--- src/rtl/morse_key_decoder_if.sv ---
// Signal bundle between the telegraph key / seven-segment pins and the
// Morse decoder. The board side (master) drives the key level and observes
// the decoded letter; the decoder (slave) does the opposite.
interface morse_key_decoder_if;
    logic       key_i;
    logic [6:0] seg_o;
    logic [4:0] letter_o;
    logic       valid_o;
    logic       error_o;
    logic       busy_o;

    modport master (
        output key_i,
        input  seg_o, letter_o, valid_o, error_o, busy_o
    );

    modport slave (
        input  key_i,
        output seg_o, letter_o, valid_o, error_o, busy_o
    );
endinterface

--- src/rtl/morse_key_decoder.sv ---
// Live Morse decoder: synchronises the raw key, times each press as dot or
// dash, collects up to four symbols per letter and, once a letter gap has
// elapsed, emits the letter index and its seven-segment pattern.
module morse_key_decoder #(
    parameter int UNIT_CYCLES = 4,
    parameter int CNT_W       = 16
) (
    input logic                 clk,
    input logic                 rst_n,
    morse_key_decoder_if.slave  bus
);

    localparam logic [CNT_W-1:0] DASH_MIN   = CNT_W'(2 * UNIT_CYCLES);
    localparam logic [CNT_W-1:0] GAP_END    = CNT_W'(3 * UNIT_CYCLES);
    localparam logic [CNT_W-1:0] CNT_ONE    = CNT_W'(1);
    localparam logic [4:0]       LETTER_BAD = 5'd31;

    typedef enum logic [1:0] {
        ST_IDLE,
        ST_PRESS,
        ST_GAP,
        ST_EMIT
    } state_e;

    // Map (length, code) to a letter index; first symbol is the MSB of the
    // valid bits, dot = 0, dash = 1. Anything not in ITU A-Z returns 31.
    function automatic logic [4:0] decode_letter(input logic [2:0] len,
                                                 input logic [3:0] code);
        logic [4:0] idx;
        idx = LETTER_BAD;
        case ({len, code})
            {3'd2, 4'b0001}: idx = 5'd0;   // A .-
            {3'd4, 4'b1000}: idx = 5'd1;   // B -...
            {3'd4, 4'b1010}: idx = 5'd2;   // C -.-.
            {3'd3, 4'b0100}: idx = 5'd3;   // D -..
            {3'd1, 4'b0000}: idx = 5'd4;   // E .
            {3'd4, 4'b0010}: idx = 5'd5;   // F ..-.
            {3'd3, 4'b0110}: idx = 5'd6;   // G --.
            {3'd4, 4'b0000}: idx = 5'd7;   // H ....
            {3'd2, 4'b0000}: idx = 5'd8;   // I ..
            {3'd4, 4'b0111}: idx = 5'd9;   // J .---
            {3'd3, 4'b0101}: idx = 5'd10;  // K -.-
            {3'd4, 4'b0100}: idx = 5'd11;  // L .-..
            {3'd2, 4'b0011}: idx = 5'd12;  // M --
            {3'd2, 4'b0010}: idx = 5'd13;  // N -.
            {3'd3, 4'b0111}: idx = 5'd14;  // O ---
            {3'd4, 4'b0110}: idx = 5'd15;  // P .--.
            {3'd4, 4'b1101}: idx = 5'd16;  // Q --.-
            {3'd3, 4'b0010}: idx = 5'd17;  // R .-.
            {3'd3, 4'b0000}: idx = 5'd18;  // S ...
            {3'd1, 4'b0001}: idx = 5'd19;  // T -
            {3'd3, 4'b0001}: idx = 5'd20;  // U ..-
            {3'd4, 4'b0001}: idx = 5'd21;  // V ...-
            {3'd3, 4'b0011}: idx = 5'd22;  // W .--
            {3'd4, 4'b1001}: idx = 5'd23;  // X -..-
            {3'd4, 4'b1011}: idx = 5'd24;  // Y -.--
            {3'd4, 4'b1100}: idx = 5'd25;  // Z --..
            default:         idx = LETTER_BAD;
        endcase
        return idx;
    endfunction

    // Seven-segment font for letter indices 0..25; blank otherwise.
    function automatic logic [6:0] letter_font(input logic [4:0] idx);
        logic [6:0] seg;
        seg = 7'b0000000;
        case (idx)
            5'd0:  seg = 7'b1011111;
            5'd1:  seg = 7'b1111100;
            5'd2:  seg = 7'b1011000;
            5'd3:  seg = 7'b1011110;
            5'd4:  seg = 7'b1111001;
            5'd5:  seg = 7'b1110001;
            5'd6:  seg = 7'b0111101;
            5'd7:  seg = 7'b1110110;
            5'd8:  seg = 7'b0010001;
            5'd9:  seg = 7'b0001101;
            5'd10: seg = 7'b1110101;
            5'd11: seg = 7'b0111000;
            5'd12: seg = 7'b1010101;
            5'd13: seg = 7'b1010100;
            5'd14: seg = 7'b1011100;
            5'd15: seg = 7'b1110011;
            5'd16: seg = 7'b1100111;
            5'd17: seg = 7'b1010000;
            5'd18: seg = 7'b1101101;
            5'd19: seg = 7'b1111000;
            5'd20: seg = 7'b0011100;
            5'd21: seg = 7'b0101010;
            5'd22: seg = 7'b1101010;
            5'd23: seg = 7'b0110110;
            5'd24: seg = 7'b1101110;
            5'd25: seg = 7'b1011011;
            default: seg = 7'b0000000;
        endcase
        return seg;
    endfunction

    logic             key_meta_q, key_s_q;
    state_e           state_q, state_d;
    logic [CNT_W-1:0] press_q, press_d;
    logic [CNT_W-1:0] gap_q, gap_d;
    logic [CNT_W-1:0] gap_inc;
    logic [2:0]       len_q, len_d;
    logic [3:0]       code_q, code_d;
    logic             ovf_q, ovf_d;
    logic [6:0]       seg_q, seg_d;
    logic [4:0]       letter_q, letter_d;
    logic             valid_q, valid_d;
    logic             error_q, error_d;
    logic             sym;
    logic [4:0]       dec_idx;

    // Two-flop synchroniser bringing the asynchronous key level into clk.
    // NOTE: registers use non-blocking (<=) so every flop samples the
    // pre-edge value of its neighbour; blocking here would collapse the chain.
    always_ff @(posedge clk or negedge rst_n) begin
        if (!rst_n) begin
            key_meta_q <= 1'b0;
            key_s_q    <= 1'b0;
        end else begin
            key_meta_q <= bus.key_i;
            key_s_q    <= key_meta_q;
        end
    end

    assign sym     = (press_q >= DASH_MIN);
    assign gap_inc = gap_q + CNT_ONE;
    assign dec_idx = decode_letter(len_q, code_q);

    // Next-state, symbol accumulation and emit decode.
    // NOTE: every signal gets a default before the case so no path leaves
    // one unassigned, which would otherwise infer a latch.
    always_comb begin
        state_d  = state_q;
        press_d  = press_q;
        gap_d    = gap_q;
        len_d    = len_q;
        code_d   = code_q;
        ovf_d    = ovf_q;
        seg_d    = seg_q;
        letter_d = letter_q;
        valid_d  = 1'b0;
        error_d  = 1'b0;

        case (state_q)
            ST_IDLE: begin
                if (key_s_q) begin
                    state_d = ST_PRESS;
                    press_d = CNT_ONE;
                end
            end
            ST_PRESS: begin
                if (key_s_q) begin
                    if (press_q != '1) press_d = press_q + CNT_ONE;
                end else begin
                    if (len_q == 3'd4) begin
                        ovf_d = 1'b1;
                    end else begin
                        code_d = {code_q[2:0], sym};
                        len_d  = len_q + 3'd1;
                    end
                    gap_d   = '0;
                    state_d = ST_GAP;
                end
            end
            ST_GAP: begin
                if (key_s_q) begin
                    state_d = ST_PRESS;
                    press_d = CNT_ONE;
                end else begin
                    gap_d = gap_inc;
                    if (gap_inc == GAP_END) begin
                        state_d = ST_EMIT;
                        valid_d = 1'b1;
                        if (ovf_q || dec_idx == LETTER_BAD) begin
                            letter_d = LETTER_BAD;
                            seg_d    = 7'b0000000;
                            error_d  = 1'b1;
                        end else begin
                            letter_d = dec_idx;
                            seg_d    = letter_font(dec_idx);
                        end
                    end
                end
            end
            ST_EMIT: begin
                len_d  = 3'd0;
                code_d = 4'd0;
                ovf_d  = 1'b0;
                if (key_s_q) begin
                    state_d = ST_PRESS;
                    press_d = CNT_ONE;
                end else begin
                    state_d = ST_IDLE;
                end
            end
            default: state_d = ST_IDLE;
        endcase
    end

    // State, counters, symbol register and registered outputs.
    always_ff @(posedge clk or negedge rst_n) begin
        if (!rst_n) begin
            state_q  <= ST_IDLE;
            press_q  <= '0;
            gap_q    <= '0;
            len_q    <= 3'd0;
            code_q   <= 4'd0;
            ovf_q    <= 1'b0;
            seg_q    <= 7'b0000000;
            letter_q <= LETTER_BAD;
            valid_q  <= 1'b0;
            error_q  <= 1'b0;
        end else begin
            state_q  <= state_d;
            press_q  <= press_d;
            gap_q    <= gap_d;
            len_q    <= len_d;
            code_q   <= code_d;
            ovf_q    <= ovf_d;
            seg_q    <= seg_d;
            letter_q <= letter_d;
            valid_q  <= valid_d;
            error_q  <= error_d;
        end
    end

    assign bus.seg_o    = seg_q;
    assign bus.letter_o = letter_q;
    assign bus.valid_o  = valid_q;
    assign bus.error_o  = error_q;
    assign bus.busy_o   = (state_q == ST_PRESS) || (state_q == ST_GAP);

endmodule

--- src/flat_wrapper.sv ---
// flat-port wrapper written by rule: the top's interface ports become plain ports
module morse_key_decoder_flat 
#(
    parameter int UNIT_CYCLES = 4,
    parameter int CNT_W       = 16
)
  (clk, rst_n, bus_key_i, bus_seg_o, bus_letter_o, bus_valid_o, bus_error_o, bus_busy_o);
  morse_key_decoder_if bus_i ();
  input logic clk;
  input logic rst_n;
  input wire logic [$bits(bus_i.key_i)-1:0] bus_key_i;
  output wire logic [$bits(bus_i.seg_o)-1:0] bus_seg_o;
  output wire logic [$bits(bus_i.letter_o)-1:0] bus_letter_o;
  output wire logic [$bits(bus_i.valid_o)-1:0] bus_valid_o;
  output wire logic [$bits(bus_i.error_o)-1:0] bus_error_o;
  output wire logic [$bits(bus_i.busy_o)-1:0] bus_busy_o;
  assign bus_i.key_i = bus_key_i;
  assign bus_seg_o = bus_i.seg_o;
  assign bus_letter_o = bus_i.letter_o;
  assign bus_valid_o = bus_i.valid_o;
  assign bus_error_o = bus_i.error_o;
  assign bus_busy_o = bus_i.busy_o;
  morse_key_decoder #(.UNIT_CYCLES(UNIT_CYCLES), .CNT_W(CNT_W)) u_core (.clk(clk), .rst_n(rst_n), .bus(bus_i));
endmodule
--- config.mk ---
export PLATFORM = sky130hd
export DESIGN_NAME = morse_key_decoder_flat
export DESIGN_NICKNAME = d
export VERILOG_FILES = /design/src/rtl/morse_key_decoder_if.sv /design/src/rtl/morse_key_decoder.sv /design/src/flat_wrapper.sv
export SDC_FILE = /design/constraint.sdc
export NUM_CORES = 1
export LEC_CHECK = 0
export BUFFER_PORTS_ARGS = -buffer_cell sky130_fd_sc_hd__buf_2
export CAP_MARGIN = 20
export CORE_MARGIN = 10
export CORE_UTILIZATION = 55
export CTS_BUF_LIST = sky130_fd_sc_hd__clkbuf_16
export CTS_CLUSTER_DIAMETER = 150
export DETAILED_ROUTE_END_ITERATION = 10
export PLACE_DENSITY_LB_ADDON = 0.08
export SLEW_MARGIN = 0
export SYNTH_ARGS = -nofsm -noshare
export SYNTH_HDL_FRONTEND = slang
export SYNTH_SLANG_ARGS = --single-unit
--- constraint.sdc ---
create_clock -name clk -period 3.7 [get_ports clk]
set_input_delay 0 -clock clk [delete_from_list [all_inputs] [get_ports clk]]
set_output_delay 0 -clock clk [all_outputs]
set_load 0.05 [all_outputs]
# After elaboration in Yosys (flattened, before gate mapping)
# Memory sizes are Yosys's and may differ from the RTL's.
# Index checks and enable logic that the tools add are counted.
[totals]
out_inout_bits = 15
register_bits = 58
romBits = 864
memories = 2
[memory_table]
columns = ["name", "depth", "width", "read_ports", "rd_ports_with_merged_regs", "write_ports", "line", "rtl"]
rows = [
  ["(no name shown)", 128, 5, 1, 0, 0, "morse_key_decoder.sv:31", "case ({len, code})"],
  ["(no name shown)", 32, 7, 1, 0, 0, "morse_key_decoder.sv:67", "case (idx)"],
]
[op_classes]
n_reduce_logical = 12
mux = 31
n_lt_le_gt_ge = 1
addsub = 3
n_bitwise = 1
n_eq_ne = 16
[ops]
columns = ["operator", "n"]
rows = [
  ["$mux 16", 5],
  ["$pmux 16 s2", 2],
  ["$add 16x1->16 const B", 2],
  ["$reduce_and 3->1", 6],
  ["$eq 16x4->1 const B", 1],
  ["$ge 16x4->1 const B", 1],
  ["$ne 16x16->1 const B", 1],
  ["$mux 1", 10],
  ["$ne 2x1->1 const B", 5],
  ["$mux 2", 4],
  ["$mux 4", 2],
  ["$pmux 2 s4", 1],
  ["$pmux 4 s2", 1],
  ["$mux 7", 1],
  ["$mux 3", 2],
  ["$ne 2x2->1 const B", 3],
  ["$pmux 3 s2", 1],
  ["$eq 5x5->1 const B", 1],
  ["$mux 5", 1],
  ["$eq 2x2->1 const B", 2],
  ["$reduce_bool 2->1", 2],
  ["$add 3x1->3 const B", 1],
  ["$eq 3x3->1 const B", 1],
  ["$ne 3x1->1 const B", 1],
  ["6 further kinds", 7],
]

# Depth between registers and ports, before layout
# An unclocked memory read counts as a cell.
[logic_depth]
depth_word = 7
mapped_depth = 13

# Worst setup path before layout
# Ideal clock, no wire load.
[synth_timing]
kind = "reg2reg"
startpoint = "register u_core.code_q[0]"
endpoint = "register u_core.seg_q[1] (netlist: u_core.bus.seg_o[1])"
setup_slack_ns = 1.022
synth_period_minus_slack_ns = 2.678
arrival_ns = 2.554
stages_incl_launch_ff = 13
path_cell_list = "dfrtp_1 inv_1 ha_1 and4bb_1 a211o_1 a32o_1 buf_6 inv_1 ha_1 and3_1 o21ai_0 and4_1 mux2_2"
[synth_between]
elab_chain_len = 4
word_cells_on_any_way = 5
classes_between = "1 x eq/ne; 1 x mux; 1 x reduce/logical; 2 x memory"
[synth_lines]
columns = ["element", "line", "rtl"]
rows = [
  ["start, declared", "morse_key_decoder.sv:105", "logic [3:0] code_q, code_d;"],
  ["start signal, assigned", "morse_key_decoder.sv:220", "code_q <= code_d;"],
  ["$mem_v2 128x5 *", "--", ""],
  ["parallel branches: the longest is 2 deep, another holds $mem_v2 32x7", "--", ""],
  ["$mux 7 *", "morse_key_decoder.sv:176", "if (ovf_q || dec_idx == LETTER_BAD) begin"],
  ["end signal, assigned", "morse_key_decoder.sv:222", "seg_q <= seg_d;"],
  ["end, declared", "morse_key_decoder.sv:107", "logic [6:0] seg_q, seg_d;"],
]
# Every way passes the cells marked *.
# A chain may end at the register's enable or synchronous reset.

# Worst setup path after layout
[layout_timing]
startpoint = "register u_core.code_q[1]"
endpoint = "register u_core.seg_q[4] (netlist: u_core.bus.seg_o[4])"
# Same word-level chain as after synthesis.

==> metrics.yaml <==
status:
  outcome: "finished, final reports clean"
global_route:
  use_met1: 0.2050
  grt_max_degree: 59
  grtUsageMet3: 0.03715
  grt_pass1_vias: 3028
  grt_usage: 0.1554
  busiest_layer: "met2"
  antenna_found_initial: 0
  grt_pass1_wl_mm: 14.67
  grt-ovfl-total: 0
  met2_usage: 0.2418
floorplanning:
  die_h_um: 105.5
  fp.dieW_um: 105.5
  start_util: 0.5606
  core_um2: 7176
  io_pins: 18
  rows: 31
  die_area_um2: 11130
worst_hold_path:
  min_path_type: "input port to register"
  hold-path-cell-count: 2
logic_synthesis:
  syn_inst: 453
  ys_seq_area_frac: 0.3624
  syn_nets: 480
  ys_ff_latch: 58
  synth-edff-count: 0
  syn_area_um2: 4023
  synth_ff_type: "dfrtp_1"
  yosys_warnings: 0
  synth.avg_cell_area_um2: 8.880
  synthArstFlopShare: 1.000
  ys_types: 66
cells_and_area:
  drive_gt1_frac: 0.1269
  antenna_cells: 0
  fill_cells: 610
  postLayoutCellArea_um2: 4466
  layout.nets: 487
  utilization: 0.6223
  syn_to_final_growth_pct: 11.01
clock_network:
  clockBufferDepth: 2
  cts_htree_levels: 3
  clkSlewWorstSetupHoldPaths_ns: 0.05
  cts-buffers-inserted: 9
  clkLatencyLatePin_ns: 0.32
  clock-root-buffer: "clkbuf_16"
  postCtsSetupBuffers: 0
  cts.sinks: 58
  cts_tree: "built"
drt:
  via_count: 3292
  drt_iter0_drc: 129
  antenna_left: 0
  wire_per_inst_um: 15.01
  viasPerCell: 5.837
  dr.pass1.iters: 4
  wirelength_mm: 8.463
  drc: 0
power_and_ir_drop:
  p_sw_mw: 1.049
  p_comb_frac: 0.394
  power_leakage_nw: 1.990
  internal_power_mw: 1.667
  pwr-share-clk: 0.318
  peakVddDrop_v: 0.0003570
  seqPwrFrac: 0.287
  powerDensity_nw_per_um2: 608.3
  sw_frac_of_total: 0.3862
worst_setup_path:
  r2r-end: "u_core.bus.seg_o[4]$_DFFE_PN0P_"
  worst-path-max-fanout: 12
  critPathCaptureType: "register"
  crit_end: "u_core.bus.seg_o[4]$_DFFE_PN0P_"
  cp-start-kind: "register"
  worst-endpoint-arrival_ns: 3.32
  worstReg2RegStart: "u_core.code_q[1]$_DFFE_PN0P_"
  ff2ff_path_depth: 9
  path_class: "register to register"
  worstPathRequired_ns: 3.91
  rrSetupSlack_ns: 0.59
  startpoint: "u_core.code_q[1]$_DFFE_PN0P_"
sta:
  rsz0062_at_grt: "false"
  slew_viol_final: 0
  maxSlewHeadroom: 0.1392
  worst_clock_skew_ns: 0.007053
  post-route-period-util: 0.8414
  finalSetupViolations: 0
  fin_setup_tns_ns: 0
  finalHoldViolCount: 0
  post-route-min-period_ns: 3.113
  max_freq_mhz: 321.2
  worstMarginPinSlew_ns: 1.291
placement:
  post_dp_cell_area_um2: 4135
  dp_hpwl_mm: 5.710
  numPortBuffers: 17
  gp_congestion: 0.9006
run:
  cap_violations: 0
==> worst min-delay path by stage <==
stage | startpoint | end | slack, ns
2_1_floorplan | rst_n | u_core.bus.error_o$_DFF_PN0_ | -0.30
3_3_place_gp | bus_key_i | u_core.key_meta_q$_DFF_PN0_ | 0.11
3_5_place_dp | bus_key_i | u_core.key_meta_q$_DFF_PN0_ | 0.11
4_1_cts | bus_key_i | u_core.key_meta_q$_DFF_PN0_ | 0.30
5_1_grt | bus_key_i | u_core.key_meta_q$_DFF_PN0_ | 0.32
6_report | bus_key_i | u_core.key_meta_q$_DFF_PN0_ | 0.32
==> final cells by class <==
type / instances / area [um2] / area share
Multi-Input combinational cell: 340 / 2322 / 0.5200
Sequential cell: 58 / 1458 / 0.3264
Clock buffer: 9 / 225.2 / 0.05043
Timing Repair Buffer: 26 / 157.7 / 0.03530
Tap cell: 99 / 123.9 / 0.02774
Inverter: 25 / 93.84 / 0.02101
Clock inverter: 7 / 85.08 / 0.01905
==> synth_stat cells, drive strengths merged, types with 3 or more instances <==
| library cell | count | area, um2 |
|---|---|---|
| dfstp | 5 | 131.4 |
| o21ai | 40 | 200.2 |
| o31ai | 15 | 112.6 |
| xnor2 | 9 | 78.83 |
| inv | 25 | 93.84 |
| nor2 | 40 | 150.1 |
| nand3b | 3 | 22.52 |
| o221ai | 5 | 43.79 |
| nand3 | 18 | 95.09 |
| o41ai | 3 | 26.28 |
| nand4 | 12 | 90.09 |
| o22ai | 6 | 37.54 |
| nand2b | 7 | 43.79 |
| nor2b | 10 | 62.56 |
| and3 | 12 | 75.07 |
| clkbuf | 13 | 48.80 |
| nand2 | 32 | 120.1 |
| o2111ai | 3 | 32.53 |
| a21oi | 14 | 70.07 |
| nor4 | 6 | 58.80 |
| buf | 17 | 100.1 |
| mux2 | 6 | 71.31 |
| dfrtp | 53 | 1326 |
| ha | 24 | 300.3 |
| nor3b | 3 | 27.52 |
| xor2 | 10 | 87.58 |
| a31oi | 6 | 37.54 |
| a32o | 4 | 40.04 |
| mux2i | 10 | 100.1 |
| nor3 | 12 | 65.06 |
==> power by group through the flow <==
stage	logic, mW	clock network, mW	registers [mW]
floorplan	0.892	0	0.738
global placement	1.03	0	0.786
detailed placement	1.05	0	0.792
CTS	1.06	0.883	0.781
global route	1.20	0.912	0.795
finish	1.07	0.865	0.781
==> state kept, by name (all words and copies together), names as in the netlist <==
| signal | cells |
|---|---|
| u_core.key_meta_q | 1 |
| u_core.code_q | 4 |
| u_core.gap_q | 16 |
| u_core.len_q | 3 |
| u_core.press_q | 16 |
| u_core.key_s_q | 1 |
| u_core.ovf_q | 1 |
| u_core.state_q | 2 |
| u_core.bus.valid_o | 1 |
| u_core.bus.seg_o | 7 |
| u_core.bus.error_o | 1 |
| u_core.bus.letter_o | 5 |
==> cell families (layout without fill, tap and decap cells) <==
logic type / after synthesis / count (layout) / share of synthesized area
adders and majority gates: 24 / 24 / 0.07465
and+or+nand+nor: 165 / 165 / 0.2230
muxes: 16 / 16 / 0.04261
xor gates and xnor gates: 19 / 19 / 0.04137
AOI/OAI and AO/OA: 116 / 116 / 0.1957
DFF: 58 / 58 / 0.3624
buffers and inverters: 55 / 67 / 0.06034
==> per-stage QoR <==
stage               cells  power (mW)  setup slack (ns)  hold slack [ns]
floorplan             453       1.629             1.022          -0.2956
global placement      546       1.819            0.7347           0.1084
detailed placement    546       1.838            0.6583           0.1098
CTS                   564       2.722            0.6498           0.3046
global route          564       2.903            0.3195           0.3198
finish                564       2.716            0.5869           0.3180
==> layout by cell type, fill, tap and decap left out, types with 5 or more instances in the layout <==
master | synthesis | routed
nor3_1 | 11 | 11
dfstp_2 | 5 | 5
nand4_1 | 11 | 11
xnor2_1 | 9 | 9
clkbuf_16 | 0 | 9
o31ai_1 | 15 | 15
o21ai_1 | 5 | 5
nand2b_1 | 7 | 7
o22ai_1 | 6 | 6
ha_1 | 24 | 24
nand3_1 | 17 | 17
buf_2 | 14 | 17
o221ai_1 | 5 | 5
nor2b_1 | 10 | 10
nor2_1 | 40 | 40
and3_1 | 12 | 12
nand2_1 | 32 | 32
a21oi_1 | 14 | 14
dfrtp_1 | 53 | 53
mux2i_1 | 10 | 10
inv_1 | 22 | 23
a31oi_1 | 6 | 6
o21ai_0 | 35 | 35
buf_4 | 1 | 7
xor2_1 | 10 | 10
==> critical path, stage by stage, from the launching register on <==
cell and delay (ns):
dfrtp_1 0.47, inv_1 0.16, ha_1 0.22, inv_1 0.07, o31ai_1 0.09, a32oi_1 0.99
a41oi_2 0.50, o41ai_1 0.17, a31oi_1 0.08, mux2_4 0.26
==> metal layers <==
metal  wire length, um  up-vias
met5                 0        -
met4                99        0
met3               270       10
met2              4009       57
met1              4084     1571
li1                  -     1654
==> what timing repair did <==
| action | CTS | global route |
|---|---|---|
| setup endpoints to repair | 0 | 0 |
| hold buffers | 2 | 0 |
| endpoints found under the hold margin | 54 | 0 |
| resized for setup | 0 | 0 |
No activity file was read; power rests on OpenSTA's default activity.
